==> src/rtl/sram_port_arbiter.sv <==
// Arbitrates one single-port synchronous SRAM between instruction fetch and data access.
// Data has fixed priority, except that fetch wins once it has lost STARVE_LIMIT cycles in a row.
module sram_port_arbiter #(
  parameter int STARVE_LIMIT = 4,
  parameter int AW           = 32,
  parameter int DW           = 32
) (
  input  logic          clk,
  input  logic          rst_n,
  input  logic          i_inst_req,
  input  logic [AW-1:0] i_inst_addr,
  input  logic          i_inst_kill,
  output logic          o_inst_gnt,
  output logic          o_inst_rvalid,
  output logic [DW-1:0] o_inst_rdata,
  input  logic          i_data_req,
  input  logic [3:0]    i_data_wen,
  input  logic [AW-1:0] i_data_addr,
  input  logic [DW-1:0] i_data_wdata,
  output logic          o_data_gnt,
  output logic          o_data_rvalid,
  output logic [DW-1:0] o_data_rdata,
  output logic          o_mem_en,
  output logic [3:0]    o_mem_wen,
  output logic [AW-1:0] o_mem_addr,
  output logic [DW-1:0] o_mem_wdata,
  input  logic [DW-1:0] i_mem_rdata,
  output logic          o_stallreq_for_arb
);

  typedef enum logic [1:0] {
    PEND_NONE,
    PEND_INST,
    PEND_DATA
  } pend_e;

  localparam logic [3:0] LIMIT = 4'(STARVE_LIMIT);

  pend_e         r_pend;
  logic [3:0]    r_starve_cnt;
  logic [DW-1:0] r_inst_hold;
  logic [DW-1:0] r_data_hold;

  logic w_starved;
  logic w_data_gnt;
  logic w_inst_gnt;
  logic w_inst_rvalid;
  logic w_data_rvalid;

  // Combinational outputs are qualified with rst_n so they read zero during reset.
  assign w_starved     = (r_starve_cnt == LIMIT);
  assign w_data_gnt    = rst_n & i_data_req & ~(i_inst_req & w_starved);
  assign w_inst_gnt    = rst_n & i_inst_req & ~w_data_gnt;
  assign w_inst_rvalid = rst_n & (r_pend == PEND_INST) & ~i_inst_kill;
  assign w_data_rvalid = rst_n & (r_pend == PEND_DATA);

  assign o_inst_gnt         = w_inst_gnt;
  assign o_data_gnt         = w_data_gnt;
  assign o_inst_rvalid      = w_inst_rvalid;
  assign o_data_rvalid      = w_data_rvalid;
  assign o_inst_rdata       = w_inst_rvalid ? i_mem_rdata : r_inst_hold;
  assign o_data_rdata       = w_data_rvalid ? i_mem_rdata : r_data_hold;
  assign o_stallreq_for_arb = rst_n & ((i_inst_req & ~w_inst_gnt) | (i_data_req & ~w_data_gnt));

  always_comb begin
    o_mem_en    = 1'b0;
    o_mem_wen   = 4'h0;
    o_mem_addr  = '0;
    o_mem_wdata = '0;
    if (w_data_gnt) begin
      o_mem_en    = 1'b1;
      o_mem_wen   = i_data_wen;
      o_mem_addr  = i_data_addr;
      o_mem_wdata = i_data_wdata;
    end else if (w_inst_gnt) begin
      o_mem_en   = 1'b1;
      o_mem_addr = i_inst_addr;
    end
  end

  // Counts consecutive cycles fetch lost to data; any other cycle restarts the count.
  always_ff @(posedge clk or negedge rst_n) begin
    if (!rst_n) begin
      r_starve_cnt <= 4'h0;
    end else if (i_inst_req && i_data_req && w_data_gnt) begin
      r_starve_cnt <= w_starved ? LIMIT : r_starve_cnt + 4'h1;
    end else begin
      r_starve_cnt <= 4'h0;
    end
  end

  // Remembers who owns the read data arriving next cycle; writes return nothing.
  always_ff @(posedge clk or negedge rst_n) begin
    if (!rst_n) begin
      r_pend <= PEND_NONE;
    end else if (w_inst_gnt) begin
      r_pend <= PEND_INST;
    end else if (w_data_gnt && (i_data_wen == 4'h0)) begin
      r_pend <= PEND_DATA;
    end else begin
      r_pend <= PEND_NONE;
    end
  end

  always_ff @(posedge clk or negedge rst_n) begin
    if (!rst_n) begin
      r_inst_hold <= '0;
      r_data_hold <= '0;
    end else begin
      if (w_inst_rvalid) r_inst_hold <= i_mem_rdata;
      if (w_data_rvalid) r_data_hold <= i_mem_rdata;
    end
  end

endmodule

==> config.mk <==
export PLATFORM = sky130hd
export DESIGN_NAME = sram_port_arbiter
export DESIGN_NICKNAME = d
export VERILOG_FILES = /design/src/rtl/sram_port_arbiter.sv
export SDC_FILE = /design/constraint.sdc
export NUM_CORES = 1
export LEC_CHECK = 0
export ABC_AREA = 1
export BUFFER_PORTS_ARGS = -buffer_cell sky130_fd_sc_hd__buf_2
export CORE_ASPECT_RATIO = 0.8
export CORE_MARGIN = 3
export CORE_UTILIZATION = 36
export CTS_CLUSTER_DIAMETER = 50
export CTS_CLUSTER_SIZE = 8
export DETAILED_ROUTE_END_ITERATION = 16
export GPL_ROUTABILITY_DRIVEN = 0
export PLACE_DENSITY = 0.77
export SLEW_MARGIN = 20
export SYNTH_ARGS = -nofsm -noshare
export SYNTH_HDL_FRONTEND = slang
export SYNTH_SLANG_ARGS = --single-unit
==> constraint.sdc <==
create_clock -name clk -period 1.4 [get_ports clk]
set_input_delay 0.21 -clock clk [delete_from_list [all_inputs] [get_ports clk]]
set_output_delay 0.21 -clock clk [all_outputs]
set_load 0.02 [all_outputs]
==> qor.yml, run 1 <==
status:
  run_status: "stopped before the end"
  haltStage: "clock tree synthesis (4_1_cts)"
  error_line: "[ERROR DPL-0033] detailed placement checks failed during check placement."
synthesis:
  syn_inst: 464
  yosys_warnings: 0
  avgSynthCellArea_sq_um: 7.572
  ys_types: 18
  synth_area_sq_um: 3513
  ys_seq_area_share_pct: 49.86
  synth_seq_cells: 70
  syn-num-nets: 603
place:
  post-place-cells: 886
  dpl_worst_slack_ps: -279.5
  dpl.hpwl_mm: 10.81
  port_buffers: 274
clocking:
  clockBufferDepth: 2
  numCtsBuffers: 9
  cts_resized: 533
  post-cts-setup-buffers: 39
  htree_levels: 3
  cts-root-buf: "clkbuf_16"
  cts_hold_buf: 1
  clock_sinks: 70
floorplan:
  dieWidth_um: 116.5
  row_count: 31
  initial_core_util_pct: 37.90
  io_pins: 275
  die_height_um: 94.36
## synthesized netlist by cell type
master	instances	share of area (%)
buf_2	14	2.0
buf_4	3	0.64
buf_6	6	1.9
clkbuf_1	7	0.75
dfrtp_1	70	50
ha_1	2	0.71
inv_1	77	8.2
inv_2	2	0.21
nand2_1	102	11
nand2_4	1	0.32
nand3_1	68	9.7
nand4_2	1	0.36
nor2_1	44	4.7
nor3_1	1	0.14
nor3b_1	1	0.21
o21ai_0	55	7.8
o21ai_1	9	1.3
xnor2_1	1	0.25
## stage by stage
step / instance area [sq um] / util [%] / setup TNS, ps
after global placement: 5991 / 64.62 / -15380
after detailed placement: 5991 / 64.62 / -17360
after floorplan: 4083 / - / -8464
## cells by family after synthesis
| family | share of synthesized area [%] |
|---|---|
| simple gates | 26.32 |
| fa+ha+maj | 0.7121 |
| buf+inv | 13.75 |
| compound gates | 9.117 |
| xor+xnor | 0.2493 |
| flops | 49.86 |
==> run 2, diff against run 1 <==
Settings changed: CORE_ASPECT_RATIO 0.8 to unset, CORE_UTILIZATION 36 to 30, CTS_CLUSTER_DIAMETER 50 to unset, CTS_CLUSTER_SIZE 8 to unset, PLACE_DENSITY 0.77 to unset, PLACE_DENSITY_LB_ADDON set to 0.15.
Clock period 1.4 ns to 1.8 ns, I/O delays scaled along.
==> qor.yml, run 2 <==
status:
  run_status: "finished with violations"
  violations: "setup timing"
clocking:
  clk-insertion-delay-late_ps: 330
  numCtsBuffers: 9  # unchanged
  cts.reportedPaths.clkPinSlew_ps: 50
  clockBufferDepth: 2  # unchanged
  cts_tree: "yes"
  htree_levels: 3  # unchanged
  clock_sinks: 70  # unchanged
  cts-root-buf: "clkbuf_16"
floorplan:
  die_area_sq_um: 13050
  io_pins: 275  # unchanged
  dieWidth_um: 114.2  # -1.9%
  die_height_um: 114.2  # +21%
  initial_core_util_pct: 31.58  # -6.3 points
  core_region_area_sq_um: 11130
  row_count: 38  # +23%
route:
  num_vias: 4259
  first_pass_iters: 5
  via_per_inst: 4.737
  drc: 0
  antenna_left: 0
  wl_per_cell_um: 17.27
  first_iter_violations: 213
  finalWirelength_mm: 15.52
synthesis:
  syn-num-nets: 603  # unchanged
  yosysTopAreaCellShare_pct: 49.86  # unchanged
  synth_seq_cells: 70  # unchanged
  synth_compound_area_share_pct: 9.117  # unchanged
  yosys.area_share.simple_pct: 26.32  # unchanged
  ys_seq_area_share_pct: 49.86  # unchanged
  muxShareOfSynthArea_pct: 0  # unchanged
  syn_inst: 464  # unchanged
  synth.most_common_cell: "nand2_1"
  avgSynthCellArea_sq_um: 7.572  # unchanged
  synth-xor-area-share_pct: 0.2493  # unchanged
  yosys-top-cells-count: "nand2_1, inv_1, dfrtp_1, nand3_1, o21ai_0"
  synth_top_family_by_area: "simple AND/OR/NAND/NOR gates"
  synthArstFlopShare_pct: 100.0  # unchanged
  synth-edff-count: 0  # unchanged
  ys_types: 18  # unchanged
  synth.area.top_cells: "dfrtp_1, nand2_1, nand3_1, inv_1, o21ai_0"
  yosys_warnings: 0  # unchanged
  synth_area_sq_um: 3513  # unchanged
  synthAdderAreaFrac_pct: 0.7123  # unchanged
  synth_ff_type: "dfrtp_1"
  synth_top_area_cell: "dfrtp_1"
layout:
  top_regs: "r_data_hold (32), r_inst_hold (32), r_starve_cnt (4)"
  nets: 893
  syn_to_final_growth_pct: 90.74
  fin_area_sq_um: 6701
  fillers: 986
  final_common_cell: "buf_2"
  post-route-util_pct: 60.23
  drive_above_1_share_pct: 54.55
  antenna-diode-count: 0
  mostFrequentLayoutCells: "buf_2, nand2_1, inv_1, buf_4, dfrtp_1"
grt:
  grt_pass1_wl_mm: 20.82
  grt-ovfl-total: 0
  grt_pass1_vias: 4078
  grtUsageTotal_pct: 20.46
  grt_max_degree: 66
  antenna_found_initial: 0
power:
  ir_drop_mv: 0.7513
  powerDensity_nw_per_um2: 867.4
  leakagePower_nw: 3.813
  p_total_mw: 5.813
timing:
  slew_viol_final: 0
  slew_headroom_pct: 48.53
  min_period_ps: 1953
  tightest_slew_ps: 772.0
  rsz0062_at_grt: "true"
  hold_viol: 0
  finalWorstSetupSlack_ps: -153.4
  finalCritPeriodShare_pct: 108.5
  finalSetupViolCount: 135
  setup_tns_ps: -13140
  clock.fmax_ghz: 0.5119
  skew_ps: 3.629
place:
  dpl_worst_slack_ps: 94.30  # +373.8 ps
  dpl.hpwl_mm: 10.31  # -4.6%
  placed_area_sq_um: 5071  # -15%
  port_buffers: 274  # unchanged
setup_path:
  cp.required_ps: 1530
  crit_family: "buffers and inverters"
  critPathMaxFanout: 8
  arrival_ps: 1680
  startpoint_type: "flip-flop"
  crit_chain: "nor2_2, nand3_4, clkbuf_16, o21ai_2, buf_4"
  path_buf_inv: 2
  critical_path_class: "flip-flop to output port"
  slowest_delay_ps: 400
  crit_slowest_cell: "dfrtp_1"
  cp-end-kind: "output port"
  r2r_slack_ps: 470
worst_hold_path:
  hold_class: "input pin to flip-flop"
flow_run:
  cap_violations: 0
run 2: cell counts after synthesis:
No cell type changed its count.
run 2: final timing paths:
kind | to | start | depth (start not counted)
max in group asynchronous | r_starve_cnt[2]$_DFF_PN0_ | rst_n | 3
min in group asynchronous | r_data_hold[23]$_DFF_PN0_ | rst_n | 2
max | o_inst_rdata[2] | r_pend[1]$_DFF_PN0_ | 5
max reg2reg | r_inst_hold[3]$_DFF_PN0_ | r_pend[1]$_DFF_PN0_ | 5
min reg2reg | r_data_hold[1]$_DFF_PN0_ | r_data_hold[1]$_DFF_PN0_ | 2
min | r_pend[1]$_DFF_PN0_ | i_data_wen[3] | 2
run 2: area by class of cell:
class                   count  area, sq um  area share [%]
repair buffers            308         2369           35.34
flip-flops and latches     70         1752           26.14
clock buffers              12        246.5           3.678
multi-input cells         286         1793           26.76
clock inverters             4        70.07           1.046
inverters                  79        296.5           4.425
well taps                 140        175.2           2.614
run 2: metrics by stage:
| stage | cells | hold slack (ps) |
|---|---|---|
| after floorplan | 464 | -25.59 |
| after global placement | 863 | 85.58 |
| after detailed placement | 863 | 91.51 |
| after CTS | 886 | 97.76 |
| after global routing | 899 | 104.5 |
| final | 899 | 116.1 |
run 2: cells by family (layout without fill, tap and decap cells):
group,after synthesis,count (layout)
AND/OR/NAND/NOR,218,219
buffers and inverters,109,403
flip-flops,70,70
AO/OA/AOI/OAI,64,64
adder cells (fa/ha/maj),2,2
XOR/XNOR,1,1
run 2: repair_timing:
action                     CTS  global route
setup endpoints to repair  130           135
gates resized for setup    245           102
pin swaps                    2            10
hold buffers                 2             0
buffers inserted             5             2
gates cloned                 1            11
hold endpoints to repair     9             0
run 2: where the power goes:
group	leakage (nW)	switching (mW)	internal, mW
clock	0.157	0.642	1.25
combinational	2.74	1.13	0.899
sequential	0.917	0.0822	1.81
total	3.81	1.86	3.95
run 2: metal layers:
layer	track usage [%]	vias up	share of wire, %
met5	0	-	0
met4	9.026	0	3.4
met1	22.90	1990	38
li1	-	2029	-
met3	6.501	33	6.3
met2	35.60	207	52
run 2: worst register-to-register path, delay by kind of cell, from the launching register on:
kind / cells / cell delay [ps]
AND/OR/NAND/NOR: 3 / 490
buffers and inverters: 1 / 250
flip-flops: 1 / 400
AO/OA/AOI/OAI: 1 / 70
(Power assumes the default switching activity.)
==> run 3, diff against run 2 <==
Settings changed: BUFFER_PORTS_ARGS -buffer_cell sky130_fd_sc_hd__buf_2 to unset, DONT_BUFFER_PORTS set to 1.
==> qor.yml, run 3 (synthesis results as in run 2) <==
status:
  run_status: "finished with violations"
  violations: "hold timing, setup timing"
route:
  first_pass_iters: 4  # -1
  finalWirelength_mm: 15.83  # +2.0%
  antenna_left: 0  # unchanged
  first_iter_violations: 149  # -30%
  num_vias: 3741  # -12%
  via_per_inst: 5.146  # +8.6%
  drc: 0  # unchanged
  wl_per_cell_um: 21.77  # +26%
timing:
  min_period_ps: 1935  # -18.23 ps
  clock.fmax_ghz: 0.5167  # +0.94%
  slew_headroom_pct: 77.14  # +29 points
  hold_viol: 70  # +70
  rsz0062_at_grt: "true"
  finalCritPeriodShare_pct: 107.5  # -1.0 points
  finalSetupViolCount: 125  # -7.4%
  slew_viol_final: 0  # unchanged
  whs_ps: -371.6  # -487.7 ps
  finalWorstSetupSlack_ps: -135.2  # +18.23 ps
  setup_tns_ps: -9830  # +3308 ps
  skew_ps: 5.528  # +1.898 ps
  tightest_slew_ps: 342.8  # -429.2 ps
worst_hold_path:
  hold_class: "input pin to asynchronous set/reset pin"
clocking:
  cts_tree: "yes"
  cts_hold_buf: 1  # -1
  htree_levels: 3  # unchanged
  cts-root-buf: "clkbuf_16"
  numCtsBuffers: 9  # unchanged
  clk-insertion-delay-late_ps: 340  # about the same
  clock_sinks: 70  # unchanged
  clockBufferDepth: 2  # unchanged
  cts.reportedPaths.clkPinSlew_ps: 50  # about the same
layout:
  drive_above_1_share_pct: 54.86  # +0.31 points
  regArea_sq_um: 1752  # unchanged
  instances_no_fill: 727  # -19%
  nets: 723  # -19%
  antenna-diode-count: 0  # unchanged
  fillers: 924  # -6.3%
  final_common_cell: "inv_1"
  fin_area_sq_um: 6593  # -1.6%
  post-route-util_pct: 59.26  # -0.98 points
  syn_to_final_growth_pct: 87.64
  mostFrequentLayoutCells: "inv_1, dfrtp_1, buf_6, nand3_1, nand2_2"
  multiInputGateArea_sq_um: 2342  # +31%
  top_regs: "r_data_hold (32), r_inst_hold (32), r_starve_cnt (4)"
floorplan:
  io_pins: 275  # unchanged
  core_region_area_sq_um: 11130  # unchanged
  initial_core_util_pct: 31.58  # unchanged
  die_area_sq_um: 13050  # unchanged
  dieWidth_um: 114.2  # unchanged
  die_height_um: 114.2  # unchanged
  row_count: 38  # unchanged
setup_path:
  startpoint_type: "flip-flop"
  slowest_delay_ps: 370  # -30 ps
  crit_chain: "inv_2, ha_4, nand4_4, nand2_4, buf_12, buf_12, nor2_1, buf_4"
  crit_family: "buffers and inverters"
  path_buf_inv: 4  # +2
  arrival_ps: 1670  # about the same
  cp-end-kind: "output port"
  critPathMaxFanout: 22  # +14
  critical_path.most_common_cell: "buf_12"
  crit_slowest_cell: "dfrtp_1"
  critical_path_class: "flip-flop to output port"
  cp.required_ps: 1530  # about the same
place:
  dpl.hpwl_mm: 9.543  # -7.4%
  placed_area_sq_um: 4338  # -14%
  port_buffers: 0  # -100%
  post-place-cells: 681  # -21%
grt:
  antenna_found_initial: 0  # unchanged
  grtUsageTotal_pct: 21.32  # +0.85 points
  grt_pass1_wl_mm: 20.83  # about the same
  grt_max_degree: 75  # +14%
  grt_pass1_vias: 3703  # -9.2%
  grt-ovfl-total: 0  # unchanged
flow_run:
  cap_violations: 0  # unchanged
power:
  leakagePower_nw: 3.236  # -15%
  ir_drop_mv: 0.7733  # +2.9%
  powerDensity_nw_per_um2: 851.5  # -1.8%
-- run 3: cell count changes in the layout (fill, tap and decap cells not counted), moves of 28 or more --
cell	before	now
o21ai_2	42	14
buf_4	72	43
nand2_1	89	24
nand2_2	10	54
buf_2	158	0
o21ai_4	18	50
-- run 3: metrics by stage --
stage          power, mW  worst slack, ps  hold slack (ps)
2_1_floorplan      2.702            79.30           -25.59
4_1_cts            5.109           -140.3           -385.3
3_5_place_dp       3.240            42.06           -24.00
6_report           5.614           -135.2           -371.6
5_1_grt            5.841           -192.2           -385.9
3_3_place_gp       3.214            93.34           -23.85
-- run 3: cell type report --
class	instances	share of cell area, %
clock buffers	10	3.625
flip-flops and latches	70	26.57
inverters	79	4.593
clock inverters	4	0.3796
well taps	140	2.657
repair buffers	139	26.65
multi-input cells	285	35.53
-- run 3: what timing repair did --
item | 4_1_cts | 5_1_grt
resized for setup | 172 | 226
endpoints found under the hold margin | 71 | 70
pin swaps | 14 | 14
buffers inserted | 14 | 1
setup endpoints to repair | 113 | 135
gates cloned | 11 | 7
-- run 3: final timing paths --
kind,from,to,depth (start not counted),slack [ps]
min in group clk,i_data_wen[2],r_pend[1]$_DFF_PN0_,3,140
max,r_starve_cnt[1]$_DFF_PN0_,o_mem_wdata[9],8,-140
max reg2reg,r_pend[1]$_DFF_PN0_,r_inst_hold[6]$_DFF_PN0_,7,380
max in group asynchronous,rst_n,r_data_hold[29]$_DFF_PN0_,0,2060
min reg2reg,r_inst_hold[15]$_DFF_PN0_,r_inst_hold[15]$_DFF_PN0_,2,490
min,rst_n,r_data_hold[15]$_DFF_PN0_,0,-370
-- run 3: power breakdown --
group	total [mW]	internal [mW]	leakage [nW]	switching [mW]
clock	1.60	0.948	0.126	0.652
combinational	2.08	0.922	2.19	1.16
sequential	1.93	1.81	0.917	0.122
-- run 3: layer usage --
metal	part of all wire [%]	vias up	wire, um	GRT usage (%)
li1	-	1692	-	-
met1	36	1824	5658	23.05
met2	55	195	8630	38.33
met3	7.0	30	1113	6.607
met4	2.7	0	427	9.026
met5	0	-	0	0
-- run 3: worst register-to-register path, delay by kind of cell, from the launching register on --
family	cells	cell delay, ps
simple gates	3	400
flops	1	380
buf+inv	3	460
compound gates	1	70
==> run 4, diff against run 3 <==
Settings changed: CELL_PAD_IN_SITES_DETAIL_PLACEMENT set to 0, CELL_PAD_IN_SITES_GLOBAL_PLACEMENT set to 1, SETUP_SLACK_MARGIN set to 0.02.
==> qor.yml, run 4 (synthesis results as in run 2) <==
status:
  run_status: "finished with violations"
  violations: "hold timing, setup timing"
timing:
  clock.fmax_ghz: 0.5083  # -1.6%
  slew_viol_final: 0  # unchanged
  tightest_slew_ps: 565.6  # +222.8 ps
  rsz0062_at_grt: "true"
  finalCritPeriodShare_pct: 109.3  # +1.8 points
  skew_ps: 2.886  # -2.641 ps
  hold_viol: 70  # unchanged
  setup_tns_ps: -9199  # +630.8 ps
  slew_headroom_pct: 62.29  # -15 points
  finalSetupViolCount: 119  # -4.8%
  whs_ps: -362.7  # +8.903 ps
  min_period_ps: 1968  # +32.33 ps
  finalWorstSetupSlack_ps: -167.5  # -32.33 ps
grt:
  grt_pass1_vias: 3440  # -7.1%
  grtUsageTotal_pct: 18.71  # -2.6 points
  grt-ovfl-total: 0  # unchanged
  antenna_found_initial: 0  # unchanged
  grt_max_degree: 75  # unchanged
  grt_pass1_wl_mm: 18.99  # -8.8%
floorplan:
  dieWidth_um: 114.2  # unchanged
  core_region_area_sq_um: 11130  # unchanged
  initial_core_util_pct: 31.58  # unchanged
  die_height_um: 114.2  # unchanged
  row_count: 38  # unchanged
  io_pins: 275  # unchanged
  die_area_sq_um: 13050  # unchanged
setup_path:
  crit_chain: "inv_2, ha_4, nand4_4, nand2_8, buf_12, clkbuf_16, nor2_2, buf_6"
  critPathMaxFanout: 8  # -64%
  startpoint_type: "flip-flop"
  r2r_slack_ps: 400  # +20 ps
  arrival_ps: 1700  # +30 ps
  path_buf_inv: 4  # unchanged
  regToRegEndpoint: "r_inst_hold[21]$_DFF_PN0_"
  critPathCapture: "o_mem_wdata[7]"
  cp.required_ps: 1530  # about the same
  worst-path-stages: 8  # unchanged
  rr_startpoint: "r_pend[1]$_DFF_PN0_"
  slowest_delay_ps: 370  # about the same
  cp-end-kind: "output port"
  r2r_cells: 7  # unchanged
  crit_family: "buffers and inverters"
  startpoint: "r_starve_cnt[0]$_DFF_PN0_"
  critical_path_class: "flip-flop to output port"
  crit_slowest_cell: "dfrtp_1"
layout:
  antenna-diode-count: 0  # unchanged
  syn_to_final_growth_pct: 104.2
  post-route-util_pct: 64.48  # +5.2 points
  top_regs: "r_data_hold (32), r_inst_hold (32), r_starve_cnt (4)"
  drive_above_1_share_pct: 61.50  # +6.6 points
  nets: 734  # +1.5%
  final_common_cell: "buf_6"
  mostFrequentLayoutCells: "buf_6, inv_1, dfrtp_1, nand2_4"
power:
  ir_drop_mv: 0.6590  # -15%
  p_sw_mw: 1.937  # +0.23%
  p_total_mw: 6.011  # +7.1%
  power_frac_seq_pct: 32.3  # -2.1 points
  powerDensity_nw_per_um2: 837.8  # -1.6%
  combPwrFrac_pct: 34.9  # -2.2 points
  leakagePower_nw: 3.410  # +5.4%
  power.internal_mw: 4.073  # +11%
  power_frac_clock_pct: 32.8  # +4.3 points
  p_sw_share_pct: 32.23  # -2.2 points
clocking:
  numCtsBuffers: 9  # unchanged
  clockBufferDepth: 2  # unchanged
  cts_hold_buf: 1  # unchanged
  cts-root-buf: "clkbuf_16"
  htree_levels: 3  # unchanged
  clock_sinks: 70  # unchanged
  clk-insertion-delay-late_ps: 320  # -20 ps
  cts.reportedPaths.clkPinSlew_ps: 60  # about the same
  cts_tree: "yes"
route:
  first_iter_violations: 158  # +6.0%
  first_pass_iters: 5  # +1
  finalWirelength_mm: 15.81  # -0.12%
  wl_met2_mm: 8.785  # +1.8%
  highest_layer: "met4"
  antenna_left: 0  # unchanged
  dr_wl_met3_mm: 1.081  # -2.9%
  wirelength_met1_mm: 5.737  # +1.4%
  drc: 0  # unchanged
  num_vias: 3714  # -0.72%
  via_per_inst: 5.019  # -2.5%
  wl_per_cell_um: 21.36  # -1.9%
flow_run:
  cap_violations: 0  # unchanged
place:
  dpl.hpwl_mm: 9.217  # -3.4%
  dpl_worst_slack_ps: 45.42  # +3.356 ps
  port_buffers: 0  # unchanged
worst_hold_path:
  hold_class: "input pin to asynchronous set/reset pin"
==> run 4: cell type report <==
type / instances / area, sq um
sequential: 70 / 1752
fill: 891 / 3951
tap: 140 / 175.2
inverter: 79 / 304.0
multi-input combinational: 285 / 2661
clock buffer: 13 / 270.3
clock inverter: 3 / 65.06
timing repair buffer: 150 / 1947
==> run 4: worst min-delay path by stage <==
stage | startpoint | endpoint | slack (ps)
finish | rst_n | r_inst_hold[18]$_DFF_PN0_ | -360
global route | rst_n | r_inst_hold[23]$_DFF_PN0_ | -380
CTS | rst_n | r_data_hold[17]$_DFF_PN0_ | -380
detailed placement | rst_n | r_inst_hold[18]$_DFF_PN0_ | -20
global placement | rst_n | r_inst_hold[18]$_DFF_PN0_ | -20
floorplan | rst_n | r_data_hold[0]$_DFF_PN0_ | -30
==> run 4: per-layer routing <==
| layer | vias up | global-route usage (%) |
|---|---|---|
| met4 | 0 | 6.255 |
| met2 | 160 | 33.22 |
| met5 | - | 0 |
| met1 | 1822 | 21.11 |
| li1 | 1717 | - |
| met3 | 15 | 6.078 |
==> run 4: power groups by stage <==
stage / clock, mW / combinational, mW / sequential [mW]
5_1_grt: 2.10 / 2.21 / 1.96
3_5_place_dp: 0 / 1.36 / 1.90
4_1_cts: 2.02 / 1.53 / 1.87
3_3_place_gp: 0 / 1.34 / 1.89
6_report: 1.97 / 2.10 / 1.94
2_1_floorplan: 0 / 0.818 / 1.88
==> run 4: what timing repair did <==
action,in CTS,in global routing
gates cloned,3,20
endpoints found under the hold margin,71,70
setup endpoints to repair,117,134
setup buffers,4,13
gates resized for setup,176,300
pin swaps,19,26
==> run 4: through the flow <==
stage | instance area (sq um) | cells
floorplan | 3513 | 464
global placement | 4423 | 684
detailed placement | 4423 | 684
CTS | 5345 | 708
global route | 7174 | 740
finish | 7174 | 740
